==> src/rtl/mbinit_val_train_ctrl_if.sv <==
// -----------------------------------------------------------------------------
// mbinit_val_train_ctrl_if
//
// Sideband TX/RX message bundle between the MBINIT valid-train controller and
// the sideband message block.
//
// Signals (names are from the controller's point of view):
//   i_Busy_SideBand        sideband TX busy
//   i_falling_edge_busy    one-cycle pulse, TX accepted/finished the message
//   i_Rx_SbMessage         received message code
//   i_msg_valid            qualifies i_Rx_SbMessage / i_Rx_Payload
//   i_Rx_Payload           per-lane pass bits carried by result_resp
//   o_TX_SbMessage         message code to send
//   o_ValidOutDatat_Module TX request valid
//
// Modports:
//   master  - the controller (drives the TX request, consumes RX)
//   slave   - the sideband block (consumes the TX request, drives RX)
// -----------------------------------------------------------------------------
interface mbinit_val_train_ctrl_if #(
    parameter int MSG_W     = 4,
    parameter int NUM_LANES = 16
);
    logic                 i_Busy_SideBand;
    logic                 i_falling_edge_busy;
    logic [MSG_W-1:0]     i_Rx_SbMessage;
    logic                 i_msg_valid;
    logic [NUM_LANES-1:0] i_Rx_Payload;
    logic [MSG_W-1:0]     o_TX_SbMessage;
    logic                 o_ValidOutDatat_Module;

    modport master (
        input  i_Busy_SideBand,
        input  i_falling_edge_busy,
        input  i_Rx_SbMessage,
        input  i_msg_valid,
        input  i_Rx_Payload,
        output o_TX_SbMessage,
        output o_ValidOutDatat_Module
    );

    modport slave (
        output i_Busy_SideBand,
        output i_falling_edge_busy,
        output i_Rx_SbMessage,
        output i_msg_valid,
        output i_Rx_Payload,
        input  o_TX_SbMessage,
        input  o_ValidOutDatat_Module
    );
endinterface

==> src/rtl/mbinit_val_train_ctrl.sv <==
// -----------------------------------------------------------------------------
// mbinit_val_train_ctrl
//
// Sideband handshake controller for the MBINIT valid/lane validation step.
// Runs the init -> pattern -> result -> done request/response exchanges,
// checks the partner's per-lane result vector against a minimum passing-lane
// count, retries the pattern/result exchange on a failing evaluation and
// bounds every response wait with a timeout.
//
// Ports:
//   CLK               clock
//   rst_n             asynchronous active-low reset
//   i_start           level, high for the whole step; low aborts to IDLE
//   i_pattern_done    pattern generator finished
//   sb                sideband TX/RX bundle (master modport)
//   o_pattern_en      enable pattern generator
//   o_module_end      step completed successfully (held until i_start low)
//   o_train_error_req training error request (held until i_start low)
//   o_lane_mask       last latched partner lane result
//   o_retry_cnt       retries consumed in the current step
//   o_state           current FSM state (debug/observability)
//
// TX handshake: the controller raises o_ValidOutDatat_Module with a stable
// o_TX_SbMessage and holds both until the sideband block pulses
// i_falling_edge_busy, which marks the message as taken; the request drops in
// the following cycle. RX messages are single-cycle, qualified by i_msg_valid.
//
// All control outputs are registered and decoded from the next state, so
// each one is high in exactly the cycles the FSM sits in its decoding state.
// -----------------------------------------------------------------------------
module mbinit_val_train_ctrl #(
    parameter int NUM_LANES      = 16,
    parameter int MIN_LANES      = 16,
    parameter int MAX_RETRY      = 2,
    parameter int TIMEOUT_CYCLES = 1024,
    parameter int MSG_W          = 4,
    localparam int RETRY_W       = (MAX_RETRY > 0) ? $clog2(MAX_RETRY + 1) : 1
) (
    input  logic                   CLK,
    input  logic                   rst_n,
    input  logic                   i_start,
    input  logic                   i_pattern_done,
    mbinit_val_train_ctrl_if.master sb,
    output logic                   o_pattern_en,
    output logic                   o_module_end,
    output logic                   o_train_error_req,
    output logic [NUM_LANES-1:0]   o_lane_mask,
    output logic [RETRY_W-1:0]     o_retry_cnt,
    output logic [3:0]             o_state
);

    // ------------------------------------------------------------------
    // Local constants
    // ------------------------------------------------------------------
    localparam int PC_W  = $clog2(NUM_LANES + 1);
    localparam int TMR_W = (TIMEOUT_CYCLES > 1) ? $clog2(TIMEOUT_CYCLES) : 1;
    localparam int TO_LAST_INT = (TIMEOUT_CYCLES > 0) ? TIMEOUT_CYCLES - 1 : 0;
    localparam logic [TMR_W-1:0] TO_LAST = TMR_W'(TO_LAST_INT);
    localparam logic TO_ENABLE = (TIMEOUT_CYCLES != 0);

    localparam logic [MSG_W-1:0] MSG_INIT_REQ    = MSG_W'(1);
    localparam logic [MSG_W-1:0] MSG_INIT_RESP   = MSG_W'(2);
    localparam logic [MSG_W-1:0] MSG_RESULT_REQ  = MSG_W'(3);
    localparam logic [MSG_W-1:0] MSG_RESULT_RESP = MSG_W'(4);
    localparam logic [MSG_W-1:0] MSG_DONE_REQ    = MSG_W'(5);
    localparam logic [MSG_W-1:0] MSG_DONE_RESP   = MSG_W'(6);

    localparam logic [PC_W-1:0]    MIN_PASS  = PC_W'(MIN_LANES);
    localparam logic [RETRY_W-1:0] RETRY_MAX = RETRY_W'(MAX_RETRY);

    typedef enum logic [3:0] {
        S_IDLE             = 4'd0,
        S_SEND_INIT        = 4'd1,
        S_WAIT_INIT_RESP   = 4'd2,
        S_RUN_PATTERN      = 4'd3,
        S_WAIT_BUSY_RESULT = 4'd4,
        S_SEND_RESULT      = 4'd5,
        S_WAIT_RESULT_RESP = 4'd6,
        S_EVALUATE         = 4'd7,
        S_WAIT_BUSY_INIT   = 4'd8,
        S_WAIT_BUSY_DONE   = 4'd9,
        S_SEND_DONE        = 4'd10,
        S_WAIT_DONE_RESP   = 4'd11,
        S_COMPLETE         = 4'd12,
        S_ERROR            = 4'd13
    } state_t;

    // ------------------------------------------------------------------
    // Signals
    // ------------------------------------------------------------------
    state_t               state_q;
    state_t               state_d;
    logic [TMR_W-1:0]     timer_q;
    logic [RETRY_W-1:0]   retry_q;
    logic [NUM_LANES-1:0] lane_mask_q;
    logic [PC_W-1:0]      pass_cnt;

    logic in_wait;
    logic timeout_hit;
    logic abort;
    logic start_step;
    logic retry_inc;
    logic mask_load;
    logic lanes_ok;
    logic init_resp_hit;
    logic result_resp_hit;
    logic done_resp_hit;

    logic             valid_d;
    logic [MSG_W-1:0] msg_d;
    logic             pat_en_d;
    logic             end_d;
    logic             err_d;

    // ------------------------------------------------------------------
    // Receive decode: a wait state only reacts to its own response code.
    // ------------------------------------------------------------------
    assign init_resp_hit   = sb.i_msg_valid && (sb.i_Rx_SbMessage == MSG_INIT_RESP);
    assign result_resp_hit = sb.i_msg_valid && (sb.i_Rx_SbMessage == MSG_RESULT_RESP);
    assign done_resp_hit   = sb.i_msg_valid && (sb.i_Rx_SbMessage == MSG_DONE_RESP);

    assign in_wait = (state_q == S_WAIT_INIT_RESP)   ||
                     (state_q == S_WAIT_RESULT_RESP) ||
                     (state_q == S_WAIT_DONE_RESP);

    assign timeout_hit = TO_ENABLE && in_wait && (timer_q == TO_LAST);

    // Dropping i_start abandons the step from any active state. COMPLETE
    // and ERROR handle !i_start themselves as their normal exit.
    assign abort = !i_start &&
                   (state_q != S_IDLE) &&
                   (state_q != S_COMPLETE) &&
                   (state_q != S_ERROR);

    // ------------------------------------------------------------------
    // Lane evaluation on the latched partner result
    // ------------------------------------------------------------------
    always_comb begin
        pass_cnt = '0;
        for (int i = 0; i < NUM_LANES; i++) begin
            pass_cnt = pass_cnt + PC_W'(lane_mask_q[i]);
        end
    end

    assign lanes_ok = (pass_cnt >= MIN_PASS);

    // ------------------------------------------------------------------
    // FSM: state register
    // ------------------------------------------------------------------
    always_ff @(posedge CLK or negedge rst_n) begin
        if (!rst_n) begin
            state_q <= S_IDLE;
        end else begin
            state_q <= state_d;
        end
    end

    // ------------------------------------------------------------------
    // FSM: next state
    // ------------------------------------------------------------------
    always_comb begin
        state_d   = state_q;
        retry_inc = 1'b0;
        mask_load = 1'b0;

        if (abort) begin
            state_d = S_IDLE;
        end else begin
            case (state_q)
                S_IDLE: begin
                    if (i_start && !sb.i_Busy_SideBand) begin
                        state_d = S_SEND_INIT;
                    end
                end
                S_SEND_INIT: begin
                    if (sb.i_falling_edge_busy) begin
                        state_d = S_WAIT_INIT_RESP;
                    end
                end
                // The expected response is checked before the timeout so a
                // response arriving in the last allowed cycle still counts.
                S_WAIT_INIT_RESP: begin
                    if (init_resp_hit) begin
                        state_d = S_RUN_PATTERN;
                    end else if (timeout_hit) begin
                        state_d = S_ERROR;
                    end
                end
                S_RUN_PATTERN: begin
                    if (i_pattern_done) begin
                        state_d = S_WAIT_BUSY_RESULT;
                    end
                end
                S_WAIT_BUSY_RESULT: begin
                    if (!sb.i_Busy_SideBand) begin
                        state_d = S_SEND_RESULT;
                    end
                end
                S_SEND_RESULT: begin
                    if (sb.i_falling_edge_busy) begin
                        state_d = S_WAIT_RESULT_RESP;
                    end
                end
                S_WAIT_RESULT_RESP: begin
                    if (result_resp_hit) begin
                        mask_load = 1'b1;
                        state_d   = S_EVALUATE;
                    end else if (timeout_hit) begin
                        state_d = S_ERROR;
                    end
                end
                S_EVALUATE: begin
                    if (lanes_ok) begin
                        state_d = S_WAIT_BUSY_DONE;
                    end else if (retry_q < RETRY_MAX) begin
                        retry_inc = 1'b1;
                        state_d   = S_WAIT_BUSY_INIT;
                    end else begin
                        state_d = S_ERROR;
                    end
                end
                S_WAIT_BUSY_INIT: begin
                    if (!sb.i_Busy_SideBand) begin
                        state_d = S_SEND_INIT;
                    end
                end
                S_WAIT_BUSY_DONE: begin
                    if (!sb.i_Busy_SideBand) begin
                        state_d = S_SEND_DONE;
                    end
                end
                S_SEND_DONE: begin
                    if (sb.i_falling_edge_busy) begin
                        state_d = S_WAIT_DONE_RESP;
                    end
                end
                S_WAIT_DONE_RESP: begin
                    if (done_resp_hit) begin
                        state_d = S_COMPLETE;
                    end else if (timeout_hit) begin
                        state_d = S_ERROR;
                    end
                end
                S_COMPLETE: begin
                    if (!i_start) begin
                        state_d = S_IDLE;
                    end
                end
                S_ERROR: begin
                    if (!i_start) begin
                        state_d = S_IDLE;
                    end
                end
                default: begin
                    state_d = S_IDLE;
                end
            endcase
        end
    end

    assign start_step = (state_q == S_IDLE) && (state_d == S_SEND_INIT);

    // ------------------------------------------------------------------
    // Response-wait timer: restarts from zero on every state change, so it
    // is zero in the first cycle of each wait state and counts while there.
    // ------------------------------------------------------------------
    always_ff @(posedge CLK or negedge rst_n) begin
        if (!rst_n) begin
            timer_q <= '0;
        end else if (state_d != state_q) begin
            timer_q <= '0;
        end else if (in_wait) begin
            timer_q <= timer_q + TMR_W'(1);
        end
    end

    // ------------------------------------------------------------------
    // Retry counter and lane result. Both survive an abort so the sequencer
    // can inspect them; a new step clears them.
    // ------------------------------------------------------------------
    always_ff @(posedge CLK or negedge rst_n) begin
        if (!rst_n) begin
            retry_q <= '0;
        end else if (start_step) begin
            retry_q <= '0;
        end else if (retry_inc) begin
            retry_q <= retry_q + RETRY_W'(1);
        end
    end

    always_ff @(posedge CLK or negedge rst_n) begin
        if (!rst_n) begin
            lane_mask_q <= '0;
        end else if (start_step) begin
            lane_mask_q <= '0;
        end else if (mask_load) begin
            lane_mask_q <= sb.i_Rx_Payload;
        end
    end

    // ------------------------------------------------------------------
    // Output decode from the next state, registered below
    // ------------------------------------------------------------------
    always_comb begin
        valid_d  = 1'b0;
        msg_d    = '0;
        pat_en_d = 1'b0;
        end_d    = 1'b0;
        err_d    = 1'b0;
        case (state_d)
            S_SEND_INIT: begin
                valid_d = 1'b1;
                msg_d   = MSG_INIT_REQ;
            end
            S_SEND_RESULT: begin
                valid_d = 1'b1;
                msg_d   = MSG_RESULT_REQ;
            end
            S_SEND_DONE: begin
                valid_d = 1'b1;
                msg_d   = MSG_DONE_REQ;
            end
            S_RUN_PATTERN: pat_en_d = 1'b1;
            S_COMPLETE:    end_d    = 1'b1;
            S_ERROR:       err_d    = 1'b1;
            default: ;
        endcase
    end

    always_ff @(posedge CLK or negedge rst_n) begin
        if (!rst_n) begin
            sb.o_ValidOutDatat_Module <= 1'b0;
            sb.o_TX_SbMessage         <= '0;
            o_pattern_en              <= 1'b0;
            o_module_end              <= 1'b0;
            o_train_error_req         <= 1'b0;
        end else begin
            sb.o_ValidOutDatat_Module <= valid_d;
            sb.o_TX_SbMessage         <= msg_d;
            o_pattern_en              <= pat_en_d;
            o_module_end              <= end_d;
            o_train_error_req         <= err_d;
        end
    end

    assign o_lane_mask = lane_mask_q;
    assign o_retry_cnt = retry_q;
    assign o_state     = state_q;

endmodule

==> src/flat_wrapper.sv <==
// flat-port wrapper written by rule: the top's interface ports become plain ports
module mbinit_val_train_ctrl_flat 
#(
    parameter int NUM_LANES      = 16,
    parameter int MIN_LANES      = 16,
    parameter int MAX_RETRY      = 2,
    parameter int TIMEOUT_CYCLES = 1024,
    parameter int MSG_W          = 4,
    localparam int RETRY_W       = (MAX_RETRY > 0) ? $clog2(MAX_RETRY + 1) : 1
)
  (CLK, rst_n, i_start, i_pattern_done, o_pattern_en, o_module_end, o_train_error_req, o_lane_mask, o_retry_cnt, o_state, sb_i_Busy_SideBand, sb_i_falling_edge_busy, sb_i_Rx_SbMessage, sb_i_msg_valid, sb_i_Rx_Payload, sb_o_TX_SbMessage, sb_o_ValidOutDatat_Module);
  mbinit_val_train_ctrl_if #(.MSG_W(MSG_W), .NUM_LANES(NUM_LANES)) sb_i ();
  input  logic CLK;
  input  logic rst_n;
  input  logic i_start;
  input  logic i_pattern_done;
  output logic o_pattern_en;
  output logic o_module_end;
  output logic o_train_error_req;
  output logic [NUM_LANES-1:0] o_lane_mask;
  output logic [RETRY_W-1:0] o_retry_cnt;
  output logic [3:0] o_state;
  input wire logic [$bits(sb_i.i_Busy_SideBand)-1:0] sb_i_Busy_SideBand;
  input wire logic [$bits(sb_i.i_falling_edge_busy)-1:0] sb_i_falling_edge_busy;
  input wire logic [$bits(sb_i.i_Rx_SbMessage)-1:0] sb_i_Rx_SbMessage;
  input wire logic [$bits(sb_i.i_msg_valid)-1:0] sb_i_msg_valid;
  input wire logic [$bits(sb_i.i_Rx_Payload)-1:0] sb_i_Rx_Payload;
  output wire logic [$bits(sb_i.o_TX_SbMessage)-1:0] sb_o_TX_SbMessage;
  output wire logic [$bits(sb_i.o_ValidOutDatat_Module)-1:0] sb_o_ValidOutDatat_Module;
  assign sb_i.i_Busy_SideBand = sb_i_Busy_SideBand;
  assign sb_i.i_falling_edge_busy = sb_i_falling_edge_busy;
  assign sb_i.i_Rx_SbMessage = sb_i_Rx_SbMessage;
  assign sb_i.i_msg_valid = sb_i_msg_valid;
  assign sb_i.i_Rx_Payload = sb_i_Rx_Payload;
  assign sb_o_TX_SbMessage = sb_i.o_TX_SbMessage;
  assign sb_o_ValidOutDatat_Module = sb_i.o_ValidOutDatat_Module;
  mbinit_val_train_ctrl #(.NUM_LANES(NUM_LANES), .MIN_LANES(MIN_LANES), .MAX_RETRY(MAX_RETRY), .TIMEOUT_CYCLES(TIMEOUT_CYCLES), .MSG_W(MSG_W)) u_core (.CLK(CLK), .rst_n(rst_n), .i_start(i_start), .i_pattern_done(i_pattern_done), .sb(sb_i), .o_pattern_en(o_pattern_en), .o_module_end(o_module_end), .o_train_error_req(o_train_error_req), .o_lane_mask(o_lane_mask), .o_retry_cnt(o_retry_cnt), .o_state(o_state));
endmodule
==> config.mk <==
export PLATFORM = sky130hd
export DESIGN_NAME = mbinit_val_train_ctrl_flat
export DESIGN_NICKNAME = d
export VERILOG_FILES = /design/src/rtl/mbinit_val_train_ctrl_if.sv /design/src/rtl/mbinit_val_train_ctrl.sv /design/src/flat_wrapper.sv
export SDC_FILE = /design/constraint.sdc
export NUM_CORES = 1
export LEC_CHECK = 0
export CAP_MARGIN = 20
export CELL_PAD_IN_SITES_DETAIL_PLACEMENT = 1
export CELL_PAD_IN_SITES_GLOBAL_PLACEMENT = 1
export CORE_MARGIN = 2
export CORE_UTILIZATION = 42
export DETAILED_ROUTE_END_ITERATION = 10
export HOLD_SLACK_MARGIN = 0.08
export PLACE_DENSITY = 0.85
export SETUP_SLACK_MARGIN = 0.5
export SYNTH_ARGS = -nofsm -noshare
export SYNTH_HDL_FRONTEND = slang
export SYNTH_SLANG_ARGS = --single-unit
==> constraint.sdc <==
create_clock -name CLK -period 11.5 [get_ports CLK]
set_clock_uncertainty 0.2 [all_clocks]
set_input_delay 1.15 -clock CLK [delete_from_list [all_inputs] [get_ports CLK]]
set_output_delay 1.15 -clock CLK [all_outputs]
set_load 0.02 [all_outputs]
==> results of run 1 <==
sequential cells by signal, summed over array words and instances, names as in the netlist:
signal                            cells
u_core.o_pattern_en                   1
u_core.o_lane_mask                   16
u_core.sb.o_ValidOutDatat_Module      1
u_core.sb.o_TX_SbMessage              3
u_core.o_module_end                   1
u_core.o_retry_cnt                    2
u_core.o_train_error_req              1
u_core.o_state                        4
u_core.timer_q                       10
layout make-up:
cell class / count / area, um^2 / share of cell area
Clock buffer: 6 / 82.6 / 0.0249
Clock inverter: 2 / 35.0 / 0.0106
Inverter: 27 / 101 / 0.0306
Multi-Input combinational cell: 199 / 1460 / 0.441
Sequential cell: 39 / 976 / 0.294
Tap cell: 75 / 93.8 / 0.0283
Timing Repair Buffer: 57 / 566 / 0.171
metal layers:
layer,GRT usage,share of wire,up-vias
li1,-,-,1082
met3,0.0477,0.050,15
met2,0.422,0.52,67
met4,0.0566,0.012,0
met5,0,0,-
met1,0.309,0.42,1227
logic make-up (layout without fill, tap and decap cells):
family / count (synthesis) / count (layout) / share of synthesized area
other cells: 1 / 1 / 0.00143
flops: 39 / 39 / 0.373
buf+inv: 42 / 92 / 0.0689
xor+xnor: 10 / 10 / 0.0335
fa+ha+maj: 15 / 15 / 0.0947
compound gates: 44 / 44 / 0.126
mux: 20 / 20 / 0.0770
simple gates: 109 / 109 / 0.225
report_power, final:
part           internal (W)  total, W  switching [W]
registers          0.000150  0.000181      0.0000309
logic             0.0000811  0.000224       0.000143
clock network     0.0000703  0.000124      0.0000532
per-stage QoR:
| step | utilization | setup WS (ps) |
|---|---|---|
| final | 0.557 | 6610 |
| after global routing | 0.557 | 6320 |
| after CTS | 0.554 | 6590 |
| after detailed placement | 0.535 | 6580 |
| after global placement | 0.535 | 6750 |
| after floorplan | - | 6980 |
cell usage in the layout, fill, tap and decap left out, types with 2 or more instances in the layout:
master / n
nor4_1: 5
fa_1: 8
nand3_1: 18
nor2_1: 30
nand3b_1: 2
clkdlybuf4s50_1: 54
and4b_1: 2
nand2b_1: 5
xor2_1: 4
dfrtp_1: 39
a31oi_1: 4
o21ai_0: 8
nand4_1: 3
a21oi_1: 6
nor3b_1: 3
mux2i_1: 19
ha_1: 7
a2111oi_0: 2
a211oi_1: 6
xnor2_1: 6
clkbuf_8: 6
inv_1: 27
o221ai_1: 2
nor3_1: 18
nand2_1: 12
cell usage after synthesis, types with 2 or more instances:
master,n,share of area
dfrtp_1,39,0.37
nor2_1,30,0.043
inv_1,27,0.039
mux2i_1,19,0.073
nand3_1,18,0.034
nor3_1,18,0.034
nand2_1,12,0.017
fa_1,8,0.061
o21ai_0,8,0.015
ha_1,7,0.033
a211oi_1,6,0.017
a21oi_1,6,0.011
buf_2,6,0.011
xnor2_1,6,0.020
nand2b_1,5,0.012
nor4_1,5,0.012
a31oi_1,4,0.0096
buf_4,4,0.011
clkbuf_1,4,0.0057
xor2_1,4,0.013
nand4_1,3,0.0072
nor3b_1,3,0.0086
a2111oi_0,2,0.0067
and4b_1,2,0.0077
nand3b_1,2,0.0057
o221ai_1,2,0.0067
worst reg2reg max path: stages, from the launching register on:
cell	delay, ps
dfrtp_1	410
ha_1	300
inv_1	70
fa_1	430
fa_1	540
fa_1	440
fa_1	500
inv_1	40
ha_1	260
a21oi_1	180
o22ai_1	150
nor4_1	360
nor3_2	210
a211oi_4	540
nor3_1	130
worst paths after layout:
path,to,slack (ps),cells after the start
setup / recovery,u_core.timer_q[6],6610,14
hold / removal,u_core.o_lane_mask[6],360,2
setup reg to reg,u_core.timer_q[6],6610,14
hold reg to reg,u_core.o_lane_mask[6],360,2
max in group asynchronous,u_core.o_pattern_en,9740,1
min in group asynchronous,u_core.o_lane_mask[9],760,1
==> results.cfg, run 1 <==
[outcome]
status = complete, no violations

[floorplan]
num_rows = 28
dieArea_um2 = 6880
coreArea_um2 = 5960
die_h_um = 82.9
initial_utilization = 0.439
dieWidth_um = 82.9
io_pins = 57

[worst_setup_path]
crit_slowest_cell = fa_1
cp.required_ps = 11450
cp-end-kind = flop
rr_startpoint = u_core.o_lane_mask[0]
crit_path_frequent_cell = fa_1
critPathMaxStageDelay_ps = 540
critPathTopFamily = adder cells
worstSetupStartpoint = u_core.o_lane_mask[0]
crit_type = flop to flop
startpoint_type = flop
timing.critical_path.buf_inv = 2
crit_fanout = 10
crit_chain = ha_1 > inv_1 > fa_1 > fa_1 > fa_1 > fa_1 > inv_1 > ha_1 > a21oi_1 > o22ai_1 > nor4_1 > nor3_2 > a211oi_4 > nor3_1
critical_path_arrival_ps = 4840

[global_route]
grt_pass1_wl_um = 13600
grt_pass1_vias = 2662
grt_max_degree = 40
overflow = 0
antenna_found_initial = 0
grt_usage = 0.242

[route]
drt-pass1-iter-count = 4
wirelength_um = 7820
vias = 2391
drc = 0
vias_per_cell = 5.90
drt_iter0_markers = 184
routedWlPerCell_um = 19.3
ant_nets = 0

[place]
hpwl_um = 5630
dp.cells = 396
routabilityCongestion = 0.880
io_buffer_count = 55
place_area_um2 = 3180

[synthesis]
async_flop_share = 1.00
postSynthCellCount = 280
synthesis.area_um2 = 2620
synth_cell_types = 56
ys_ff_latch = 39
synth-edff-count = 0
avgSynthCellArea_um2 = 9.34
synth_warnings = 0
synth_flop_cell = dfrtp_1
yosysSeqAreaShare = 0.373
syn_nets = 322

[timing]
slew_violations = 0
hold_viol = 0
fin_setup_tns_ps = 0
period_needed_ps = 4890
setup_viol = 0
max_slew.worst_pin.slew_ps = 960
rsz0062_at_grt = false
period_share = 0.425
relSlewSlack = 0.356
fmax_ghz = 0.205
whs_ps = 355

[cells_and_area]
layout-drive-gt1-share = 0.0576
area_delta_synth_final_pct = 26.7
finalInstanceArea_um2 = 3310
layout.cells.non_filler = 405
n_antenna_cell = 0
nets = 371
fillers = 693

[hold_path]
hold_class = flop to flop
hp-start = u_core.o_lane_mask[6]

[power_and_ir_drop]
power_density_nw_per_um2 = 159
total_power_w = 0.000528
p_leak_nw = 1.37
peakVddDrop_mv = 0.0801

[clock_tree]
cts-root-buf = clkbuf_8
clock_path_buffers = 2
path_clk_slew_ps = 90
postCtsSetupBuffers = 0
cts_buffers = 5
cts.hold.buffers_added = 0
cts_tree = done
clock_latency_ps = 300
ctsResizeCount = 0
cts.sinks = 39
htree_levels = 2

[run]
cap_violations = 0
Note: power is estimated with default switching activity, not from simulation.
==> run 2, diff against run 1 <==
- CORE_UTILIZATION: 42 -> 35
- PLACE_DENSITY: 0.85 -> 0.76
- clock period: 11.5 -> 4.3 ns (I/O delays scaled with it)
==> results.cfg, run 2 (same netlist as run 1, synthesis figures left out) <==
[worst_setup_path]
cp-end-kind = flop
rr_startpoint = u_core.o_lane_mask[1]
crit_type = flop to flop
worstSetupStartpoint = u_core.o_lane_mask[1]
timing.critical_path.buf_inv = 4
cp.required_ps = 4280
critPathTopFamily = adder cells
critical_path_arrival_ps = 4570
crit_path_frequent_cell = fa_1
r2r-end = u_core.timer_q[5]
critPathMaxStageDelay_ps = 530
r2r_slack_ps = -280
crit_slowest_cell = fa_1
crit_fanout = 5
crit_chain = ha_4 > inv_2 > fa_1 > fa_1 > fa_2 > fa_1 > inv_2 > ha_4 > a21oi_4 > o221ai_2 > a32oi_2 > buf_4 > a311o_1 > o21ai_4 > clkbuf_16 > nor3_2
ff2ff_path_depth = 16
startpoint_type = flop

[timing]
hold_viol = 0
relSlewSlack = 0.408
whs_ps = 52.1
setup_viol = 18
period_needed_ps = 4580
fmax_ghz = 0.218
postLayoutSetupSlackWorst_ps = -284
period_share = 1.07
max_slew.worst_pin.slew_ps = 888
slew_violations = 0
rsz0062_at_grt = true
fin_setup_tns_ps = -3580

[floorplan]
dieWidth_um = 90.5
coreArea_um2 = 7250
initial_utilization = 0.361
io_pins = 57
num_rows = 31
dieArea_um2 = 8180
die_h_um = 90.5

[global_route]
antenna_found_initial = 0
grt_max_degree = 40
overflow = 0
grt_usage = 0.191
grt_pass1_vias = 2508
grt_pass1_wl_um = 12700

[place]
dpl_worst_slack_ps = -214
routabilityCongestion = 0.831
io_buffer_count = 55
hpwl_um = 5540

[clock_tree]
cts.sinks = 39
path_clk_slew_ps = 90
clock_path_buffers = 2
cts-root-buf = clkbuf_8
clock_latency_ps = 300
cts_buffers = 5
htree_levels = 2
cts_tree = done
cts.hold.buffers_added = 0

[route]
vias = 2352
drc = 0
routedWlPerCell_um = 17.6
vias_per_cell = 5.32
ant_nets = 0
drt-pass1-iter-count = 4
wirelength_um = 7770
drt_iter0_markers = 144

[power_and_ir_drop]
p_leak_nw = 1.47
power_density_nw_per_um2 = 453
peakVddDrop_mv = 0.359

[cells_and_area]
nets = 384
largest_reg_flops = 16
final_common_cell = clkdlybuf4s50_1
n_antenna_cell = 0
final_cell_mix = clkdlybuf4s50_1, dfrtp_1, nor2_1
layout-drive-gt1-share = 0.181
area_delta_synth_final_pct = 41.8

[hold_path]
hold_class = input port to async pin

[run]
cap_violations = 0

[outcome]
status = finished, violations left
violations = setup timing
## run 2: report_power, final
part / leakage [nW] / switching [W] / internal, W
registers: 0.536 / 0.0000848 / 0.000400
clock network: 0.0581 / 0.000140 / 0.000173
logic: 0.873 / 0.000508 / 0.000374
## run 2: repair_timing
item / 4_1_cts / 5_1_grt
buffers inserted: 1 / 3
cloned: 0 / 1
pin swaps: 2 / 12
gates resized for setup: 11 / 26
setup endpoints to repair: 21 / 21
## run 2: through the flow
step / util / std cells / area (um^2) / power, W
after detailed placement: 0.458 / 429 / 3320 / 0.00114
after CTS: 0.484 / 438 / 3510 / 0.00150
final: 0.511 / 442 / 3710 / 0.00168
after global routing: 0.511 / 442 / 3710 / 0.00178
after global placement: 0.458 / 429 / 3320 / 0.00112
after floorplan: - / 280 / 2640 / 0.000868
## run 2: area by class of cell
cell class | count | area [um^2]
timing repair buffer | 70 | 704
clock inverter | 3 | 43.8
tap | 99 | 124
fill | 833 | 3540
sequential | 39 | 978
multi-input combinational | 199 | 1690
clock buffer | 5 | 68.8
inverter | 27 | 101
## run 2: worst max path at each step
stage / endpoint / cells after the start
floorplan: u_core.timer_q[0] / 14
global placement: u_core.timer_q[7] / 15
detailed placement: u_core.timer_q[9] / 15
CTS: u_core.timer_q[5] / 15
global route: u_core.timer_q[5] / 16
finish: u_core.timer_q[5] / 16
## run 2: layer usage
metal	vias up	track usage	share of wire
met1	1179	0.231	0.41
met4	0	0.0359	0.0059
met2	56	0.348	0.53
met5	-	0	0
li1	1111	-	-
met3	6	0.0434	0.049
==> variant 1, RTL diff (config.mk and constraints of run 2) <==
The output `o_train_error_req` loses its register stage (`o_train_error_req` becomes a continuous assignment).
--- a/src/rtl/mbinit_val_train_ctrl.sv
+++ b/src/rtl/mbinit_val_train_ctrl.sv
@@ -335,3 +335,2 @@
             o_module_end              <= 1'b0;
-            o_train_error_req         <= 1'b0;
         end else begin
@@ -341,5 +340,6 @@
             o_module_end              <= end_d;
-            o_train_error_req         <= err_d;
-        end
-    end
+        end
+    end
+
+    assign o_train_error_req = err_d;
 
Formal check against the unedited RTL: same outputs for any inputs over 10 cycles, from zero or initial values and one cycle with rst_n low; that may be too few to reach the edited logic, so the function may still have changed.
==> variant 1 against run 2 <==
Hold slack lost 6.1 ps; fmax decreased by 6.8%; cell area up 2.4%; wire length up 10%; power is 10% lower; the run still ends with setup timing left; critical path type is now register to output pin; register-to-register slack got worse by 280 ps; synthesized cell count rose by 3.6%; area after synthesis rose by 1.2%; core utilization rose by 0.93 points; setup slack worse by 330 ps; sequential cell count fell by 1.
==> variant 1: results (changes against run 2) <==
setup_slack_ps: -618  # -334 ps
setup_viol: 18  # unchanged
synth_area_leaders: "dfrtp_1 36%, nand2_1 6.2%, fa_1 6.0%, a21oi_1 4.3%, inv_1 3.8%"
grt_start_max_net_pins: 39  # -2.5%
synth_async_sr_flop_share_pct: 100  # unchanged
dr.pass1.iters: 4  # unchanged
portBuffers: 55  # unchanged
dpl.hpwl_mm: 5.78  # +4.4%
synth_flop_cell: "dfrtp_1"
ys_seq_area_share_pct: 35.9  # -1.4 points
placed_cell_area_um2: 3410  # +2.8%
worst_slew_pin_slew_ps: 879  # -9.01 ps
crit_arrival_ps: 4290  # -280 ps
pwr-share-seq_pct: 30.0  # +1.1 points
grt_pass1_wl_mm: 14.4  # +13%
grt_util_all_layers_pct: 21.4  # +2.3 points
postRouteAntennaNets: 0  # unchanged
clkSlewWorstSetupHoldPaths_ps: 80
p_leak_nw: 1.49  # +1.6%
place_inst: 450  # +4.9%
status: "finished, violations left"
drive_gt1_share_pct: 23.3  # +5.2 points
yosys_warnings: 0  # unchanged
synth_cell_types: 63  # +13%
drt_iter0_drc: 64  # -56%
insertion_delay_ps: 300  # about the same
grt_pass1_vias: 2847  # +14%
switching_share_pct: 38.2  # -5.4 points
place_congestion: 0.856  # +3.0%
hp-class: "input pin to async pin"
nNetsFinal: 406  # +5.7%
n_antenna_cell: 0  # unchanged
postRouteWirelength_mm: 8.58  # +10%
largest_register_ffs: 16  # unchanged
cts_inserted_buffers: 5  # unchanged
cts_root_buf: "clkbuf_8"
violations: "setup timing"
clk_path_buf_depth: 2  # unchanged
drv_slew: 0  # unchanged
cts.htree.levels: 2  # unchanged
ir_drop_mv: 0.372  # +3.6%
synth.avg_cell_area_um2: 9.13  # -2.2%
vias_per_cell: 5.41  # +1.6%
final_cells: 464  # +5.0%
crit_fanout: 3  # -2
pwr-share-comb_pct: 44.6  # -7.9 points
dp_slack_ps: -783  # -569 ps
antenna_found_initial: 0  # unchanged
syn_nets: 332  # +3.1%
ys_top_cells_by_count: "44 x nand2_1, 38 x dfrtp_1, 27 x inv_1, 23 x a21oi_1, 14 x nor3_1"
variant 1: cell count changes after synthesis, moves of 3 or more:
| cell | run 2 | this run |
|---|---|---|
| a31oi_1 | 4 | 1 |
| and3_1 | 0 | 3 |
| a211oi_1 | 6 | 1 |
| nor4_1 | 5 | 9 |
| nand3_1 | 18 | 5 |
| nand2_1 | 12 | 44 |
| mux2i_1 | 19 | 0 |
| nor3_1 | 18 | 14 |
| nor2_1 | 30 | 12 |
| or2_2 | 0 | 4 |
| a21oi_1 | 6 | 23 |
variant 1: worst max-delay path, cell delays in order (launching register included):
cell     delay, ps
dfrtp_2        430
ha_4           270
inv_2           30
fa_1           460
fa_1           400
fa_1           490
fa_1           550
inv_1           50
ha_1           210
a21oi_2        200
o22ai_4        140
a211o_4        360
o21ai_4        180
nor3_2          60
buf_4          160
variant 1: cell families (layout without fill, tap and decap cells):
group           count (synthesis)  after routing  synth area share [%]
compound gates                 57             58                  17.7
flops                          38             38                  35.9
buf+inv                        42            116                  7.32
fa+ha+maj                      15             15                  9.35
simple gates                  126            126                  26.0
other cells                     1              1                 0.142
xor+xnor                       11             11                  3.64
variant 1: path summary, 6_finish.rpt:
| kind | slack (ps) | depth (start not counted) | from | to |
|---|---|---|---|---|
| min in group CLK | 350 | 2 | u_core.o_lane_mask[14] | u_core.o_lane_mask[14] |
| min reg2reg | 350 | 2 | u_core.o_lane_mask[14] | u_core.o_lane_mask[14] |
| min | 50 | 1 | rst_n | u_core.o_lane_mask[9] |
| max | -620 | 14 | u_core.o_lane_mask[1] | o_train_error_req |
| max reg2reg | -560 | 16 | u_core.o_lane_mask[1] | u_core.timer_q[5] |
| max in group asynchronous | 3260 | 1 | rst_n | u_core.o_lane_mask[1] |
variant 1: layout make-up:
| class | count | area (um2) |
|---|---|---|
| tap | 99 | 124 |
| clock buffer | 6 | 82.6 |
| timing repair buffer | 81 | 757 |
| multi-input combinational | 211 | 1720 |
| sequential | 38 | 953 |
| fill | 838 | 3490 |
| inverter | 27 | 101 |
| clock inverter | 2 | 60.1 |
variant 1: metal layers:
layer / GRT usage (%) / routed length, um
met1: 25.1 / 3460
met2: 38.0 / 4560
met3: 4.81 / 400
met4: 8.21 / 167
met5: 0 / 0
variant 1: timing repair:
action                     in CTS  in global routing
cloned                          1                  0
setup buffers                   3                  2
resized for setup              24                 15
pin swaps                      10                  4
setup endpoints to repair      21                 21
variant 1: metrics by stage:
step | power (mW) | setup TNS (ps)
finish | 1.51 | -7400
global route | 1.59 | -10260
CTS | 1.48 | -8500
detailed placement | 0.995 | -8220
global placement | 0.986 | -5770
floorplan | 0.805 | -2060
==> variant 2, RTL diff (settings of run 2) <==
Without the edit above. `TIMEOUT_CYCLES` is set to 1024 in 2 places; all go to 256.
--- a/src/rtl/mbinit_val_train_ctrl.sv
+++ b/src/rtl/mbinit_val_train_ctrl.sv
@@ -34,3 +34,3 @@
     parameter int MAX_RETRY      = 2,
-    parameter int TIMEOUT_CYCLES = 1024,
+    parameter int TIMEOUT_CYCLES = 256,
     parameter int MSG_W          = 4,
--- a/src/flat_wrapper.sv
+++ b/src/flat_wrapper.sv
@@ -6,3 +6,3 @@
     parameter int MAX_RETRY      = 2,
-    parameter int TIMEOUT_CYCLES = 1024,
+    parameter int TIMEOUT_CYCLES = 256,
     parameter int MSG_W          = 4,
Check against the original RTL: no difference found for any inputs over 10 cycles, from zero or initial values and one cycle with rst_n low; that may be too few to reach the edited logic, so the function may still have changed.
==> variant 2 against run 2 <==
Highest routed layer unchanged; fmax grew 1.4%; wire length is 15% lower; global-route usage fell by 0.91 points; largest cell class unchanged; setup slack better by 65 ps; area after synthesis is 4.6% lower; cell area down 6.7%; die area is 4.4% lower; power fell by 17%; final cell count is 5.9% lower; critical endpoint is now u_core.timer_q[7]; sequential cell count fell by 2; the run still ends with setup timing left; largest power group unchanged.
==> variant 2: results (changes against run 2) <==
regToRegEndpoint: "u_core.timer_q[7]"
fin_tns_setup_ps: -2730  # +851 ps
setup_slack_ps: -219  # +64.6 ps
crit_arrival_ps: 4480  # -90 ps
grt_start_max_net_pins: 38  # -5.0%
whs_endpoint: "u_core.o_lane_mask[7]"
synth_area_leaders: "dfrtp_1 37%, mux2i_1 7.2%, fa_1 6.4%, ha_1 3.5%, inv_1 3.5%"
crit_fanout: 8  # +3
yosys_warnings: 0  # unchanged
setup_viol: 17  # -1
whs_ps: 365  # +313 ps
status: "finished, violations left"
grt_pass1_wl_mm: 10.9  # -14%
dp_slack_ps: -249  # -35.0 ps
portBuffers: 55  # unchanged
drive_gt1_share_pct: 17.8  # -0.26 points
ir_drop_mv: 0.208  # -42%
grt_pass1_vias: 2202  # -12%
max_stage_delay_ps: 560  # +30 ps
synth-edff-count: 0  # unchanged
hp-class: "register to register"
syn_nets: 297  # -7.8%
r2r_start: "u_core.o_lane_mask[1]"
dr_total_vias: 2102  # -11%
cts_resized: 14  # +3
vias_per_cell: 5.05  # -5.0%
synth.avg_cell_area_um2: 9.79  # +4.8%
fill_cells: 784  # -5.9%
cts_inserted_buffers: 5  # unchanged
largest_register_ffs: 16  # unchanged
synth_cell_types: 61  # +8.9%
reg2regPathDepth: 15  # -1
cts_setup_buffers: 3  # +2
place_inst: 403  # -6.1%
postRouteWirelength_mm: 6.60  # -15%
nNetsFinal: 361  # -6.0%
violations: "setup timing"
drt_iter0_drc: 35  # -76%
postCtsHoldBufs: 1  # +1
synth_async_sr_flop_share_pct: 100  # unchanged
ys_seq_area_share_pct: 37.1  # -0.21 points
relSlewSlack_pct: 44.9  # +4.0 points
ys_top_cells_by_count: "37 x dfrtp_1, 23 x inv_1, 23 x nor2_1, 18 x mux2i_1, 17 x nand2_1"
grt_util_all_layers_pct: 18.2  # -0.91 points
dpl.hpwl_mm: 4.87  # -12%
p_leak_nw: 1.57  # +7.3%
dr.pass1.iters: 4  # unchanged
cp_slowest_cell: "fa_2"
place_congestion: 0.778  # -6.4%
==> variant 2: changes by cell type in the layout (fill, tap and decap cells not counted), sizes merged, moves of 4 or more <==
cell / delta
nand3: -12
nand4b: +4
nor2: -7
nor3: -7
inv: -4
o21ai: -7
nand2: +5
nor4: -4
a211oi: -6
==> variant 2: cell type report <==
| cell class | count | area (um2) | share of cell area [%] |
|---|---|---|---|
| clock buffers | 6 | 82.6 | 2.39 |
| clock inverters | 2 | 13.8 | 0.398 |
| inverters | 23 | 86.3 | 2.49 |
| multi-input cells | 182 | 1560 | 45.0 |
| flip-flops and latches | 37 | 928 | 26.8 |
| well taps | 96 | 120 | 3.47 |
| repair buffers | 70 | 672 | 19.4 |
==> variant 2: logic make-up after synthesis <==
group                    share of synthesized area [%]
AO/OA/AOI/OAI                                     11.9
XOR/XNOR                                          4.16
adder cells (fa/ha/maj)                           9.92
buffers and inverters                             6.32
flip-flops                                        37.1
multiplexers                                      7.22
other                                            0.150
AND/OR/NAND/NOR                                   23.3
==> variant 2: metal layers <==
layer / track usage, % / vias up / share of wire [%]
li1: - / 1018 / -
met1: 22.8 / 1033 / 44
met2: 31.9 / 46 / 51
met3: 3.54 / 5 / 4.0
met4: 5.37 / 0 / 1.1
met5: 0 / - / 0
==> variant 2: where the power goes <==
| group | total (mW) | switching, mW | internal [mW] |
|---|---|---|---|
| sequential | 0.475 | 0.0972 | 0.377 |
| clock | 0.261 | 0.131 | 0.130 |
| combinational | 0.665 | 0.376 | 0.289 |
| total | 1.40 | 0.604 | 0.796 |
==> variant 2: stage by stage <==
stage	area, um2	power (mW)
6_report	3460	1.40
5_1_grt	3460	1.49
4_1_cts	3400	1.37
3_5_place_dp	3190	1.05
3_3_place_gp	3190	1.04
2_1_floorplan	2520	0.860
